## src/rtl/picomips_gen2.sv

```systemverilog
// picoMips second-generation accumulator core: FETCH/DECODE/EXEC sequencer with an
// external synchronous-read program ROM, optional saturating arithmetic and a sticky overflow flag.
module picomips_gen2 #(
    parameter int DATA_W   = 8,
    parameter int FRAC_W   = 2,
    parameter int REG_AW   = 1,
    parameter int PC_W     = 5,
    parameter int OPND_W   = 5,
    parameter bit SATURATE = 1'b1
) (
    input  logic              Clock,
    input  logic              nReset,
    output logic [PC_W-1:0]   prog_addr,
    input  logic [OPND_W+3:0] prog_data,
    input  logic [DATA_W-1:0] sw_in,
    input  logic              sw_go,
    output logic [DATA_W-1:0] led,
    output logic              ovf,
    output logic              halted,
    output logic              retire
);

    localparam logic [3:0] OP_HEI  = 4'd1;
    localparam logic [3:0] OP_LSW  = 4'd2;
    localparam logic [3:0] OP_RTA  = 4'd3;
    localparam logic [3:0] OP_ATR  = 4'd4;
    localparam logic [3:0] OP_ADD  = 4'd5;
    localparam logic [3:0] OP_ADDI = 4'd6;
    localparam logic [3:0] OP_SUB  = 4'd7;
    localparam logic [3:0] OP_MULI = 4'd8;
    localparam logic [3:0] OP_MUL  = 4'd9;
    localparam logic [3:0] OP_JMP  = 4'd10;
    localparam logic [3:0] OP_BNZ  = 4'd11;
    localparam logic [3:0] OP_BNEG = 4'd12;
    localparam logic [3:0] OP_OUT  = 4'd13;
    localparam logic [3:0] OP_HALT = 4'd14;

    typedef enum logic [1:0] {S_FETCH, S_DECODE, S_EXEC, S_HALT} state_t;

    state_t                   state, state_nxt;
    logic [PC_W-1:0]          pc;
    logic [OPND_W+3:0]        ir;
    logic signed [DATA_W-1:0] acc;
    logic signed [DATA_W-1:0] reg_data;
    logic signed [DATA_W-1:0] regs [2**REG_AW];
    logic                     go_m, go_s;

    logic [3:0]               op;
    logic [OPND_W-1:0]        opnd;
    logic signed [OPND_W-1:0] opnd_s;
    logic signed [DATA_W-1:0] imm;
    logic                     hei_wait, take_br;
    logic                     arith, acc_we, ovf_hit;
    logic signed [DATA_W-1:0] acc_nxt;
    logic signed [2*DATA_W-1:0] wide;
    logic [DATA_W:0]          fitted;

    // Add/subtract one bit wider than the operands, returned sign-extended to 2*DATA_W.
    function automatic logic signed [2*DATA_W-1:0] add_w(input logic signed [DATA_W-1:0] a,
                                                         input logic signed [DATA_W-1:0] b,
                                                         input logic sub);
        logic signed [DATA_W:0] s;
        s = sub ? ((DATA_W+1)'(a) - (DATA_W+1)'(b)) : ((DATA_W+1)'(a) + (DATA_W+1)'(b));
        return (2*DATA_W)'(s);
    endfunction

    // Full-width fixed-point product; >>> truncates toward minus infinity.
    function automatic logic signed [2*DATA_W-1:0] mul_w(input logic signed [DATA_W-1:0] a,
                                                         input logic signed [DATA_W-1:0] b);
        logic signed [2*DATA_W-1:0] p;
        p = (2*DATA_W)'(a) * (2*DATA_W)'(b);
        return p >>> FRAC_W;
    endfunction

    // Returns {overflow, result}: clamps or wraps when the upper bits are not pure sign.
    function automatic logic [DATA_W:0] fit(input logic signed [2*DATA_W-1:0] v);
        if ((&v[2*DATA_W-1:DATA_W-1]) || !(|v[2*DATA_W-1:DATA_W-1]))
            return {1'b0, v[DATA_W-1:0]};
        else if (SATURATE)
            return {1'b1, v[2*DATA_W-1], {(DATA_W-1){~v[2*DATA_W-1]}}};
        else
            return {1'b1, v[DATA_W-1:0]};
    endfunction

    assign op        = ir[OPND_W+3:OPND_W];
    assign opnd      = ir[OPND_W-1:0];
    assign opnd_s    = ir[OPND_W-1:0];
    assign imm       = DATA_W'(opnd_s);
    assign prog_addr = pc;
    assign hei_wait  = (op == OP_HEI) && (go_s != opnd[0]);
    assign take_br   = (op == OP_JMP) ||
                       ((op == OP_BNZ) && (acc != '0)) ||
                       ((op == OP_BNEG) && acc[DATA_W-1]);

    always_comb begin
        arith   = 1'b0;
        acc_we  = 1'b0;
        acc_nxt = acc;
        wide    = '0;
        case (op)
            OP_LSW:  begin acc_we = 1'b1; acc_nxt = sw_in;    end
            OP_RTA:  begin acc_we = 1'b1; acc_nxt = reg_data; end
            OP_ADD:  begin arith = 1'b1; wide = add_w(acc, reg_data, 1'b0); end
            OP_ADDI: begin arith = 1'b1; wide = add_w(acc, imm, 1'b0);      end
            OP_SUB:  begin arith = 1'b1; wide = add_w(acc, reg_data, 1'b1); end
            OP_MULI: begin arith = 1'b1; wide = mul_w(acc, imm);            end
            OP_MUL:  begin arith = 1'b1; wide = mul_w(acc, reg_data);       end
            default: ;
        endcase
        fitted = fit(wide);
        if (arith) begin
            acc_we  = 1'b1;
            acc_nxt = fitted[DATA_W-1:0];
        end
        ovf_hit = arith && fitted[DATA_W];
    end

    // go handshake synchroniser
    always_ff @(posedge Clock or negedge nReset) begin
        if (!nReset) begin
            go_m <= 1'b0;
            go_s <= 1'b0;
        end else begin
            go_m <= sw_go;
            go_s <= go_m;
        end
    end

    always_ff @(posedge Clock or negedge nReset) begin
        if (!nReset) state <= S_FETCH;
        else         state <= state_nxt;
    end

    always_comb begin
        state_nxt = state;
        case (state)
            S_FETCH:  state_nxt = S_DECODE;
            S_DECODE: state_nxt = S_EXEC;
            S_EXEC: begin
                if (op == OP_HALT)  state_nxt = S_HALT;
                else if (!hei_wait) state_nxt = S_FETCH;
            end
            S_HALT:   state_nxt = S_HALT;
            default:  state_nxt = S_FETCH;
        endcase
    end

    always_comb begin
        retire = (state == S_EXEC) && !hei_wait;
        halted = (state == S_HALT);
    end

    // Datapath: ROM word latched in DECODE, effects committed at the end of EXEC
    always_ff @(posedge Clock or negedge nReset) begin
        if (!nReset) begin
            pc       <= '0;
            ir       <= '0;
            acc      <= '0;
            reg_data <= '0;
            led      <= '0;
            ovf      <= 1'b0;
            for (int i = 0; i < 2**REG_AW; i++) regs[i] <= '0;
        end else begin
            if (state == S_DECODE) begin
                ir       <= prog_data;
                reg_data <= regs[prog_data[REG_AW-1:0]];
            end
            if (state == S_EXEC) begin
                if (acc_we)        acc <= acc_nxt;
                if (ovf_hit)       ovf <= 1'b1;
                if (op == OP_OUT)  led <= acc;
                if (op == OP_ATR)  regs[ir[REG_AW-1:0]] <= acc;
                if (take_br)
                    pc <= opnd[PC_W-1:0];
                else if (!hei_wait && (op != OP_HALT))
                    pc <= pc + PC_W'(1);
            end
        end
    end

endmodule

```

## config.mk

```make
export PLATFORM = sky130hd
export DESIGN_NAME = picomips_gen2
export DESIGN_NICKNAME = d
export VERILOG_FILES = /design/src/rtl/picomips_gen2.sv
export SDC_FILE = /design/constraint.sdc
export NUM_CORES = 1
export LEC_CHECK = 0
export ABC_AREA = 0
export CAP_MARGIN = 30
export CELL_PAD_IN_SITES_DETAIL_PLACEMENT = 1
export CELL_PAD_IN_SITES_GLOBAL_PLACEMENT = 1
export CORE_UTILIZATION = 45
export CTS_CLUSTER_DIAMETER = 100
export DETAILED_ROUTE_END_ITERATION = 8
export PLACE_DENSITY = 0.89
export SLEW_MARGIN = 40
export SYNTH_ARGS = -nofsm -noshare
export SYNTH_HDL_FRONTEND = slang
export SYNTH_SLANG_ARGS = --single-unit
```

## constraint.sdc

```tcl
create_clock -name Clock -period 6.13 [get_ports Clock]
set_input_delay 1.839 -clock Clock [delete_from_list [all_inputs] [get_ports Clock]]
set_output_delay 1.839 -clock Clock [all_outputs]
set_load 0.02 [all_outputs]
```

==> results of run 1 <==
[per-stage QoR]
stage	hold WS [ns]	setup WS, ns	instances	util	instance area (um2)
after CTS	0.397	0.637	1193	0.508	9130
after detailed placement	0.375	0.665	1177	0.493	8850
after global routing	0.393	0.291	1193	0.509	9140
after global placement	0.334	0.704	1177	0.493	8850
after floorplan	0.331	0.936	929	-	8240
final	0.393	0.563	1193	0.509	9140
[cell families (layout without fill, tap and decap cells)]
| kind of cell | Yosys count | in the layout | share of synthesized area |
|---|---|---|---|
| flops | 59 | 59 | 0.179 |
| buf+inv | 189 | 224 | 0.0908 |
| compound gates | 175 | 175 | 0.149 |
| simple gates | 272 | 272 | 0.172 |
| mux | 42 | 42 | 0.0553 |
| xor+xnor | 30 | 30 | 0.0319 |
| fa+ha+maj | 162 | 162 | 0.323 |
[worst register-to-register path, cell delays in order, from the launching register on]
cell and delay (ns):
sky130_fd_sc_hd__dfrtp_1 0.48, sky130_fd_sc_hd__ha_1 0.28, sky130_fd_sc_hd__inv_1 0.12, sky130_fd_sc_hd__fa_1 0.54, sky130_fd_sc_hd__inv_1 0.05, sky130_fd_sc_hd__fa_1 0.48, sky130_fd_sc_hd__fa_1 0.55, sky130_fd_sc_hd__inv_1 0.05
sky130_fd_sc_hd__fa_1 0.53, sky130_fd_sc_hd__inv_1 0.05, sky130_fd_sc_hd__ha_1 0.40, sky130_fd_sc_hd__nand2_1 0.11, sky130_fd_sc_hd__a21bo_2 0.25, sky130_fd_sc_hd__a32oi_1 0.27, sky130_fd_sc_hd__mux2i_1 0.35, sky130_fd_sc_hd__nor3b_1 0.12
sky130_fd_sc_hd__or3_1 0.47, sky130_fd_sc_hd__a211o_1 0.34, sky130_fd_sc_hd__nand3b_1 0.07
[registers in the layout, indices dropped and copies added, names as in the netlist]
signal and flops:
go_s 1, state 2, go_m 1, ovf 1, regs 16, led 8
reg_data 8, ir 9, acc 8, prog_addr 5
[layer usage]
layer  routed length [um]  vias to the layer above  global-route usage
li1                     -                     3199                   -
met1                11000                     3688               0.376
met2                13800                      298               0.536
met3                 1820                       89              0.0581
met4                 1060                        0               0.121
met5                    0                        -                   0
[how the worst max path moves through the flow]
stage | startpoint | to | slack [ns] | cells after the start
after floorplan | acc[7] | ovf | 0.94 | 19
after global placement | acc[4] | ovf | 0.70 | 17
after detailed placement | acc[4] | ovf | 0.66 | 17
after CTS | acc[4] | ovf | 0.64 | 17
after global routing | reg_data[4] | ovf | 0.29 | 18
final | reg_data[4] | ovf | 0.56 | 18
[cell usage in the layout (no fill, tap or decap), types with 19 or more instances in the layout]
cell,count
sky130_fd_sc_hd__mux2_2,28
sky130_fd_sc_hd__fa_1,84
sky130_fd_sc_hd__clkdlybuf4s50_1,34
sky130_fd_sc_hd__inv_1,151
sky130_fd_sc_hd__nand3_1,24
sky130_fd_sc_hd__ha_1,78
sky130_fd_sc_hd__xnor2_1,21
sky130_fd_sc_hd__and2_1,39
sky130_fd_sc_hd__buf_4,19
sky130_fd_sc_hd__dfrtp_1,59
sky130_fd_sc_hd__o21ai_0,41
sky130_fd_sc_hd__nor2_1,60
sky130_fd_sc_hd__a21oi_1,27
sky130_fd_sc_hd__nand2_1,65
[layout make-up]
class                           count  area (um2)  share of cell area
Multi-Input combinational cell    681        6020               0.659
Sequential cell                    59        1480               0.162
Inverter                          153         574              0.0628
Timing Repair Buffer               55         499              0.0546
Tap cell                          229         287              0.0314
Clock buffer                        9         225              0.0246
Clock inverter                      7        52.6             0.00575
==> run summary, run 1 <==
=====================================================================================
Number of optimization iterations in the first detailed-route pass .....            8
Crit Reg-Reg Startpoint ................................................  reg_data[4]
Critical path capture point type .......................................         flop
Crit path largest cell delay ...........................................      0.55 ns
R2r setup slk ..........................................................      0.56 ns
Start-to-end type of the worst setup path ..............................   reg -> reg
Family with the most delay on the worst path ...........................  adder cells
DRC marker count from the first detailed-route iteration ...............          641
Count of flip-flops with a built-in enable after synthesis .............            0
Netlist Area Pre-Place .................................................  0.00824 mm2
Cell with the most instances after synthesis ........................... sky130_fd_sc_hd__inv_1
TritonCTS Sinks ........................................................           59
Number of nets at the end of the flow ..................................         1141
Worst slew slack as a fraction of its limit ............................        0.519
Height of the chip .....................................................       137 um
Time the worst path needs with I/O delays and setup ....................      5.57 ns
Initial antenna violation count ........................................            0
Post-synth top area share ..............................................        0.204
Sum of negative setup slack ............................................         0 ns
Maximum level of the CTS H-tree ........................................            3
DR DRC count ...........................................................            0
Min-Delay Startpoint ...................................................         go_m
First-pass GRT wire length .............................................      43.2 mm
Antenna Nets Post-Route ................................................            0
Count of endpoints failing setup in the final report ...................            0
#FFs+latches synth .....................................................           59
Critical register-to-register path endpoint ............................          ovf
Startpoint types .......................................................         flop
Worst clock skew .......................................................   0.00719 ns
Cells on Worst Hold Path ...............................................            0
Pin count of the biggest net entering global routing ...................           60
Cells after Synth ......................................................          929
Total track usage ......................................................        0.309
Number of distinct library cells after synthesis .......................           77
Layout cells sized above 1 .............................................       0.0871
Maximum clock path buffer count ........................................            2
CP required ............................................................      6.40 ns
Number of clock buffers inserted by TritonCTS ..........................            9
Final Hold Vio Count ...................................................            0
Sequential area share after synthesis ..................................        0.179
Via count of the first global-routing pass .............................         7853
Final Max Slew Viols ...................................................            0
Number of cells on the worst reg-to-reg path ...........................           18
RSZ-0062 raised after global routing ...................................           no
Detailed placer's ending HPWL ..........................................      21.5 mm
Detailed-route vias per instance .......................................         6.10
Slew at the pin closest to its max-slew limit ..........................     0.718 ns
Die span in x ..........................................................       137 um
Warnings, synthesis ....................................................            0
Number of buffers inserted by post-CTS setup repair ....................            0
Library cell with the largest summed area after synthesis .............. sky130_fd_sc_hd__fa_1
Async set or reset register ratio after synthesis ......................         1.00
Final cycle utilization of the critical path ...........................        0.908
Leading post-synthesis cells by cell area .............................. sky130_fd_sc_hd__fa_1, sky130_fd_sc_hd__dfrtp_1, sky130_fd_sc_hd__ha_1
Ys flop type ........................................................... sky130_fd_sc_hd__dfrtp_1
Crit path cell chain ................................................... ha_1 > inv_1 > fa_1 > inv_1 > fa_1 > fa_1 > inv_1 > fa_1 > inv_1 > ha_1 > nand2_1 > a21bo_2 > a32oi_1 > mux2i_1 > nor3b_1 > or3_1 > a211o_1 > nand3b_1
Ranking of synthesized cells by instance count ......................... sky130_fd_sc_hd__inv_1, sky130_fd_sc_hd__fa_1, sky130_fd_sc_hd__ha_1
Starting utilization of the core area ..................................        0.459
Clock-pin slew of the registers on the worst-case setup and hold paths .      0.06 ns
Hold Buf Count CTS .....................................................            0
Worst path slowest cell ................................................ sky130_fd_sc_hd__fa_1
Hold Path Sink .........................................................         go_s
Root buffer selected by CTS ............................................ sky130_fd_sc_hd__clkbuf_16
Number of buffers added on ports .......................................           35
Floorplan row count ....................................................           49
Number of buffers and inverters on the critical path ...................            4
Grt total ovfl .........................................................            0
Area of the placeable core .............................................   0.0180 mm2
Avg Inst Size Synth ....................................................     8.87 um2
CP arrival .............................................................      5.84 ns
Post-CTS sizing ........................................................            0
FMAX ...................................................................    0.180 GHz
Antenna diode count ....................................................            0
Synthesized net count ..................................................         1111
Total vias in the final route ..........................................         7274
Routed wire length .....................................................      27.7 mm
Area added between synthesis and finish ................................        10.9%
Num ports ..............................................................           36
Filler cells ...........................................................         2089
Max-cap check violation count ..........................................            0
Path category of the worst min-delay check .............................   reg -> reg
DIE AREA ...............................................................   0.0189 mm2
GPL Wtd Cong ...........................................................        0.932
Routed len/inst ........................................................      23.3 um
Status ................................................................. complete, no violations
Largest fanout on the critical path ....................................            7
Later-pin clock latency in the skew report .............................      0.35 ns
TritonCTS clock tree ...................................................         done
=====================================================================================
Power of run 1 is left out: the tool's default activity adds up to more than one toggle a clock period on the data nets, which glitch-free logic cannot reach.
==> inputs of run 2 (changes only) <==
--- a/config.mk
+++ b/config.mk
@@ -7,12 +7,13 @@
 export LEC_CHECK = 0
 export ABC_AREA = 0
 export CAP_MARGIN = 30
-export CELL_PAD_IN_SITES_DETAIL_PLACEMENT = 1
-export CELL_PAD_IN_SITES_GLOBAL_PLACEMENT = 1
-export CORE_UTILIZATION = 45
+export CELL_PAD_IN_SITES_DETAIL_PLACEMENT = 0
+export CELL_PAD_IN_SITES_GLOBAL_PLACEMENT = 2
+export CORE_UTILIZATION = 40
 export CTS_CLUSTER_DIAMETER = 100
 export DETAILED_ROUTE_END_ITERATION = 8
-export PLACE_DENSITY = 0.89
+export HOLD_SLACK_MARGIN = 0.08
+export PLACE_DENSITY = 0.95
 export SLEW_MARGIN = 40
 export SYNTH_ARGS = -nofsm -noshare
 export SYNTH_HDL_FRONTEND = slang
==> run 2 against run 1 <==
  * Setup slack gained 0.0036 ns
  * Core utilization shrank 5.5 points
  * Non-clock buffer count shrank 3
  * Cell count grew 3.2%
  * Cell area grew 0.55%
  * Global-route usage shrank 7.7 points
  * Register-to-register slack is essentially flat
  * Count of clock-buffer cells in the layout is the same
==> run summary, run 2 (synthesis gave the netlist of run 1 again) <==
=====================================================================================
Antenna Nets Post-Route ................................................            0   unchanged
Largest fanout on the critical path ....................................            9   +2
CP required ............................................................      6.34 ns   -0.06 ns
Critical path capture point type .......................................         flop
Final cycle utilization of the critical path ...........................        0.908   about the same
Crit path largest cell delay ...........................................      0.66 ns   +0.11 ns
Status ................................................................. complete, no violations
Pin count of the biggest net entering global routing ...................           60   unchanged
Die span in x ..........................................................       146 um   +6.0%
Crit-path most repeated cell ........................................... sky130_fd_sc_hd__fa_1
Num ports ..............................................................           36   unchanged
Antenna diode count ....................................................            0   unchanged
FMAX ...................................................................    0.180 GHz   about the same
Time the worst path needs with I/O delays and setup ....................      5.56 ns   -0.00361 ns
Registers with the most flip-flops ..................................... regs (16), ir (9)
TritonCTS Sinks ........................................................           59   unchanged
CP arrival .............................................................      5.77 ns   -0.07 ns
Startpoint types .......................................................         flop
Number of buffers inserted by post-CTS setup repair ....................            0   unchanged
Maximum clock path buffer count ........................................            2   unchanged
Area of the placeable core .............................................   0.0202 mm2   +13%
Count of endpoints failing setup in the final report ...................            0   unchanged
Number of optimization iterations in the first detailed-route pass .....            5   -3
Height of the chip .....................................................       146 um   +6.0%
Starting utilization of the core area ..................................        0.407   -0.0515
Number of buffers added on ports .......................................           35   unchanged
Later-pin clock latency in the skew report .............................      0.33 ns   -0.02 ns
Clock-pin slew of the registers on the worst-case setup and hold paths .      0.05 ns   about the same
Start-to-end type of the worst setup path ..............................   reg -> reg
Layout cells sized above 1 .............................................       0.0832   -0.00389
Area added between synthesis and finish ................................        11.5%
RSZ-0062 raised after global routing ...................................           no
Total vias in the final route ..........................................         6740   -7.3%
Slew at the pin closest to its max-slew limit ..........................     0.733 ns   +0.0146 ns
Worst slew slack as a fraction of its limit ............................        0.510   -0.00953
Total track usage ......................................................        0.231   -0.0773
Final Max Slew Viols ...................................................            0   unchanged
Routed wire length .....................................................      23.4 mm   -16%
Crit path cell chain ................................................... inv_1 > nor2_1 > fa_1 > fa_1 > fa_1 > inv_1 > fa_1 > inv_1 > ha_1 > or2_1 > nor4_1 > a32oi_1 > xor2_1 > o21ai_0 > nand4_1 > o2111ai_1 > nand3b_1
Root buffer selected by CTS ............................................ sky130_fd_sc_hd__clkbuf_16
Commonest non-fill, non-tap cell in the layout ......................... sky130_fd_sc_hd__inv_1
TritonCTS clock tree ...................................................         done
Most frequent cells in the layout ...................................... sky130_fd_sc_hd__inv_1, sky130_fd_sc_hd__fa_1, sky130_fd_sc_hd__ha_1, sky130_fd_sc_hd__nand2_1, sky130_fd_sc_hd__nor2_1
Number of buffers and inverters on the critical path ...................            3   -1
DIE AREA ...............................................................   0.0212 mm2   +12%
DR DRC count ...........................................................            0   unchanged
Max FFs per register ...................................................           16   unchanged
Worst path slowest cell ................................................ sky130_fd_sc_hd__dfrtp_1
Number of nets at the end of the flow ..................................         1138   -0.26%
Final Hold Vio Count ...................................................            0   unchanged
Path category of the worst min-delay check .............................   reg -> reg
Worst clock skew .......................................................   0.00585 ns   -0.00133 ns
First-pass GRT wire length .............................................      38.0 mm   -12%
GPL Wtd Cong ...........................................................        0.950   +1.9%
Floorplan row count ....................................................           52   +6.1%
Initial antenna violation count ........................................            0   unchanged
Hold Buf Count CTS .....................................................            0   unchanged
Maximum level of the CTS H-tree ........................................            3   unchanged
Sum of negative setup slack ............................................         0 ns   unchanged
Detailed placer's ending HPWL ..........................................      18.7 mm   -13%
Max-cap check violation count ..........................................            0   unchanged
Via count of the first global-routing pass .............................         6876   -12%
Register with the most flip-flops ......................................         regs
Number of clock buffers inserted by TritonCTS ..........................            9   unchanged
Family with the most delay on the worst path ...........................  adder cells
Detailed-route vias per instance .......................................         5.48   -10%
DRC marker count from the first detailed-route iteration ...............          559   -13%
Routed len/inst ........................................................      19.0 um   -18%
R2r setup slk ..........................................................      0.57 ns   about the same
Post-CTS sizing ........................................................            0   unchanged
Grt total ovfl .........................................................            0   unchanged
=====================================================================================
run 2: path summary, 6_finish.rpt:
kind,to,from,cells past startpoint
max,ovf,reg_data[6],17
min,go_s,go_m,0
max reg2reg,ovf,reg_data[6],17
min reg2reg,go_s,go_m,0
max in group asynchronous,led[2],nReset,2
min in group asynchronous,acc[1],nReset,2
run 2: per-stage QoR:
step	utilization	cells	hold slack, ns	cell area (um2)	setup slack (ns)
2_1_floorplan	-	929	0.331	8240	0.936
3_3_place_gp	0.439	1215	0.335	8880	0.724
3_5_place_dp	0.439	1215	0.344	8880	0.707
4_1_cts	0.454	1231	0.354	9190	0.699
5_1_grt	0.454	1231	0.356	9190	0.330
6_report	0.454	1231	0.353	9190	0.567
run 2: final cells by class:
| cell class | instances | area (um2) |
|---|---|---|
| Inverter | 153 | 574 |
| Timing Repair Buffer | 52 | 477 |
| Tap cell | 270 | 338 |
| Multi-Input combinational cell | 681 | 6020 |
| Fill cell | 2004 | 11000 |
| Sequential cell | 59 | 1480 |
| Clock inverter | 7 | 76.3 |
| Clock buffer | 9 | 225 |
run 2: layer usage:
layer / up-vias / wire [um] / global-route usage
met3: 27 / 1380 / 0.0370
met2: 205 / 11100 / 0.381
met1: 3315 / 10600 / 0.320
met4: 0 / 360 / 0.0489
met5: - / 0 / 0
li1: 3193 / - / -
Power of run 2 is left out for the same reason.
==> inputs of run 3 (changes only) <==
--- a/config.mk
+++ b/config.mk
@@ -12,9 +12,9 @@
 export CORE_UTILIZATION = 40
 export CTS_CLUSTER_DIAMETER = 100
 export DETAILED_ROUTE_END_ITERATION = 8
+export GPL_ROUTABILITY_DRIVEN = 0
 export HOLD_SLACK_MARGIN = 0.08
 export PLACE_DENSITY = 0.95
-export SLEW_MARGIN = 40
 export SYNTH_ARGS = -nofsm -noshare
 export SYNTH_HDL_FRONTEND = slang
 export SYNTH_SLANG_ARGS = --single-unit
==> constraint.sdc (replaced) <==
create_clock -name Clock -period 6.13 [get_ports Clock]
set_input_delay 1.226 -clock Clock [delete_from_list [all_inputs] [get_ports Clock]]
set_output_delay 1.226 -clock Clock [all_outputs]
set_load 0.02 [all_outputs]
==> run 3 against run 2 <==
  * Clock skew rose by 0.0035 ns
  * Core utilization decreased by 0.087 points
  * Global-route usage shrank 0.52 points
  * Wire length decreased by 0.66%
  * Flip-flop and latch count is the same
  * Count of clock-buffer cells in the layout unchanged
  * Sequential share of layout area about the same
  * Highest routed layer unchanged
==> run summary, run 3 (synthesis gave the netlist of run 1 again) <==
=====================================================================================
Detailed-route vias per instance .......................................         5.43   -0.78%
Most frequent cells in the layout ...................................... sky130_fd_sc_hd__inv_1, sky130_fd_sc_hd__fa_1, sky130_fd_sc_hd__ha_1, sky130_fd_sc_hd__nand2_1, sky130_fd_sc_hd__nor2_1
Count of endpoints failing setup in the final report ...................            0   unchanged
Grt total ovfl .........................................................            0   unchanged
Crit-path most repeated cell ........................................... sky130_fd_sc_hd__fa_1
Hold Buf Count CTS .....................................................            0   unchanged
Status ................................................................. complete, no violations
Crit path cell chain ................................................... clkinv_1 > nor2_1 > fa_1 > fa_1 > fa_1 > inv_1 > fa_1 > inv_1 > ha_1 > or2_1 > or3_1 > o221ai_1 > mux2i_1 > o22ai_1 > a22oi_2 > a211o_1 > nand3b_1
Detailed placer's ending HPWL ..........................................      18.5 mm   -0.64%
Worst clock skew .......................................................   0.00935 ns   +0.00350 ns
Sum of negative setup slack ............................................         0 ns   unchanged
DRC marker count from the first detailed-route iteration ...............          537   -3.9%
DIE AREA ...............................................................   0.0212 mm2   unchanged
TritonCTS Sinks ........................................................           59   unchanged
Area of the placeable core .............................................   0.0202 mm2   unchanged
Worst slew slack as a fraction of its limit ............................        0.431   -0.0788
Routed wire length .....................................................      23.3 mm   -0.66%
Registers with the most flip-flops ..................................... regs (16), ir (9)
Register with the most flip-flops ......................................         regs
Min setup slack post-route .............................................     0.413 ns   -0.154 ns
Number of buffers inserted by post-CTS setup repair ....................            0   unchanged
Final cell area excluding filler cells .................................  0.00917 mm2   -0.19%
Num ports ..............................................................           36   unchanged
Post-CTS sizing ........................................................            0   unchanged
FMAX ...................................................................    0.175 GHz   -2.7%
Number of nets at the end of the flow ..................................         1140   +0.18%
Initial antenna violation count ........................................            2   +2
CP arrival .............................................................      5.92 ns   +0.15 ns
Cell area reported after detailed placement ............................  0.00888 mm2   unchanged
Family with the most delay on the worst path ...........................  adder cells
Final cycle utilization of the critical path ...........................        0.933   +0.0251
Maximum clock path buffer count ........................................            2   unchanged
Setup slack after placement ............................................     0.588 ns   -0.119 ns
Filler cells ...........................................................         1997   -0.35%
Pin count of the biggest net entering global routing ...................           60   unchanged
Seq. cell area .........................................................  0.00148 mm2   unchanged
Routed len/inst ........................................................      18.9 um   -0.90%
Start-to-end type of the worst setup path ..............................   reg -> reg
Max FFs per register ...................................................           16   unchanged
Path category of the worst min-delay check .............................   reg -> reg
Final Max Slew Viols ...................................................            0   unchanged
DR DRC count ...........................................................            0   unchanged
Total track usage ......................................................        0.226   -0.00523
Via count of the first global-routing pass .............................         6847   -0.42%
Number of buffers and inverters on the critical path ...................            3   unchanged
Root buffer selected by CTS ............................................ sky130_fd_sc_hd__clkbuf_16
Commonest non-fill, non-tap cell in the layout ......................... sky130_fd_sc_hd__inv_1
Worst path slowest cell ................................................ sky130_fd_sc_hd__fa_1
Antenna Nets Post-Route ................................................            0   unchanged
Final Hold Vio Count ...................................................            0   unchanged
Number of clock buffers inserted by TritonCTS ..........................            9   unchanged
Critical path capture point type .......................................         flop
TritonCTS clock tree ...................................................         done
Number of buffers added on ports .......................................           35   unchanged
Slew at the pin closest to its max-slew limit ..........................     0.847 ns   +0.114 ns
Time the worst path needs with I/O delays and setup ....................      5.72 ns   +0.154 ns
Crit path largest cell delay ...........................................      0.53 ns   -0.13 ns
Floorplan row count ....................................................           52   unchanged
Number of optimization iterations in the first detailed-route pass .....            7   +2
CP required ............................................................      6.33 ns   about the same
Max-cap check violation count ..........................................            0   unchanged
Later-pin clock latency in the skew report .............................      0.33 ns   about the same
Maximum level of the CTS H-tree ........................................            3   unchanged
Startpoint types .......................................................         flop
Starting utilization of the core area ..................................        0.407   unchanged
Layout cells sized above 1 .............................................       0.0821   -0.00113
Clock-pin slew of the registers on the worst-case setup and hold paths .      0.05 ns   about the same
Area of the multi-input gates ..........................................  0.00601 mm2   -0.12%
Largest fanout on the critical path ....................................            8   -1
First-pass GRT wire length .............................................      37.3 mm   -1.7%
RSZ-0062 raised after global routing ...................................           no
Area added between synthesis and finish ................................        11.3%
Die span in x ..........................................................       146 um   unchanged
Total vias in the final route ..........................................         6704   -0.53%
Height of the chip .....................................................       146 um   unchanged
=====================================================================================
run 3: changes by cell type in the layout (fill, tap and decap cells not counted), sizes merged:
cell / delta
clkinv: +1
inv: -1
buf: +2
bufinv: -1
diode: +2
run 3: worst reg2reg max path: stages, from the launching register on:
cell and delay [ns]:
sky130_fd_sc_hd__dfrtp_1 0.46, sky130_fd_sc_hd__clkinv_1 0.48, sky130_fd_sc_hd__nor2_1 0.31, sky130_fd_sc_hd__fa_1 0.47, sky130_fd_sc_hd__fa_1 0.48, sky130_fd_sc_hd__fa_1 0.49
sky130_fd_sc_hd__inv_1 0.05, sky130_fd_sc_hd__fa_1 0.53, sky130_fd_sc_hd__inv_1 0.04, sky130_fd_sc_hd__ha_1 0.27, sky130_fd_sc_hd__or2_1 0.32, sky130_fd_sc_hd__or3_1 0.32
sky130_fd_sc_hd__o221ai_1 0.22, sky130_fd_sc_hd__mux2i_1 0.35, sky130_fd_sc_hd__o22ai_1 0.19, sky130_fd_sc_hd__a22oi_2 0.34, sky130_fd_sc_hd__a211o_1 0.19, sky130_fd_sc_hd__nand3b_1 0.07
run 3: per-layer routing:
layer | routed length (um) | part of all wire | GRT usage | vias to the layer above
met5 | 0 | 0 | 0 | -
met4 | 401 | 0.017 | 0.0542 | 0
met1 | 10400 | 0.44 | 0.308 | 3256
li1 | - | - | - | 3181
met3 | 1490 | 0.064 | 0.0367 | 32
met2 | 11000 | 0.47 | 0.375 | 235
run 3: path summary, 6_finish.rpt:
check,start,to,slack (ns),cells past startpoint
max reg2reg,acc[4],ovf,0.41,17
max,acc[4],ovf,0.41,17
max in group asynchronous,nReset,regs[9],4.56,2
min in group asynchronous,nReset,reg_data[7],1.06,2
min,go_m,go_s,0.35,0
min reg2reg,go_m,go_s,0.35,0
run 3: cell type report:
type / count / area share
multi-input cells: 681 / 0.656
flip-flops and latches: 59 / 0.161
inverters: 153 / 0.0626
repair buffers: 54 / 0.0540
well taps: 270 / 0.0368
clock buffers: 9 / 0.0246
clock inverters: 6 / 0.00464
diodes: 2 / 0.000546
run 3: through the flow:
stage               std cells  hold WS (ns)   util
finish                   1234         0.350  0.453
global route             1232         0.363  0.453
floorplan                 929         0.331      -
global placement         1216         0.340  0.439
detailed placement       1216         0.343  0.439
CTS                      1231         0.355  0.452
Power of run 3 is left out for the same reason.
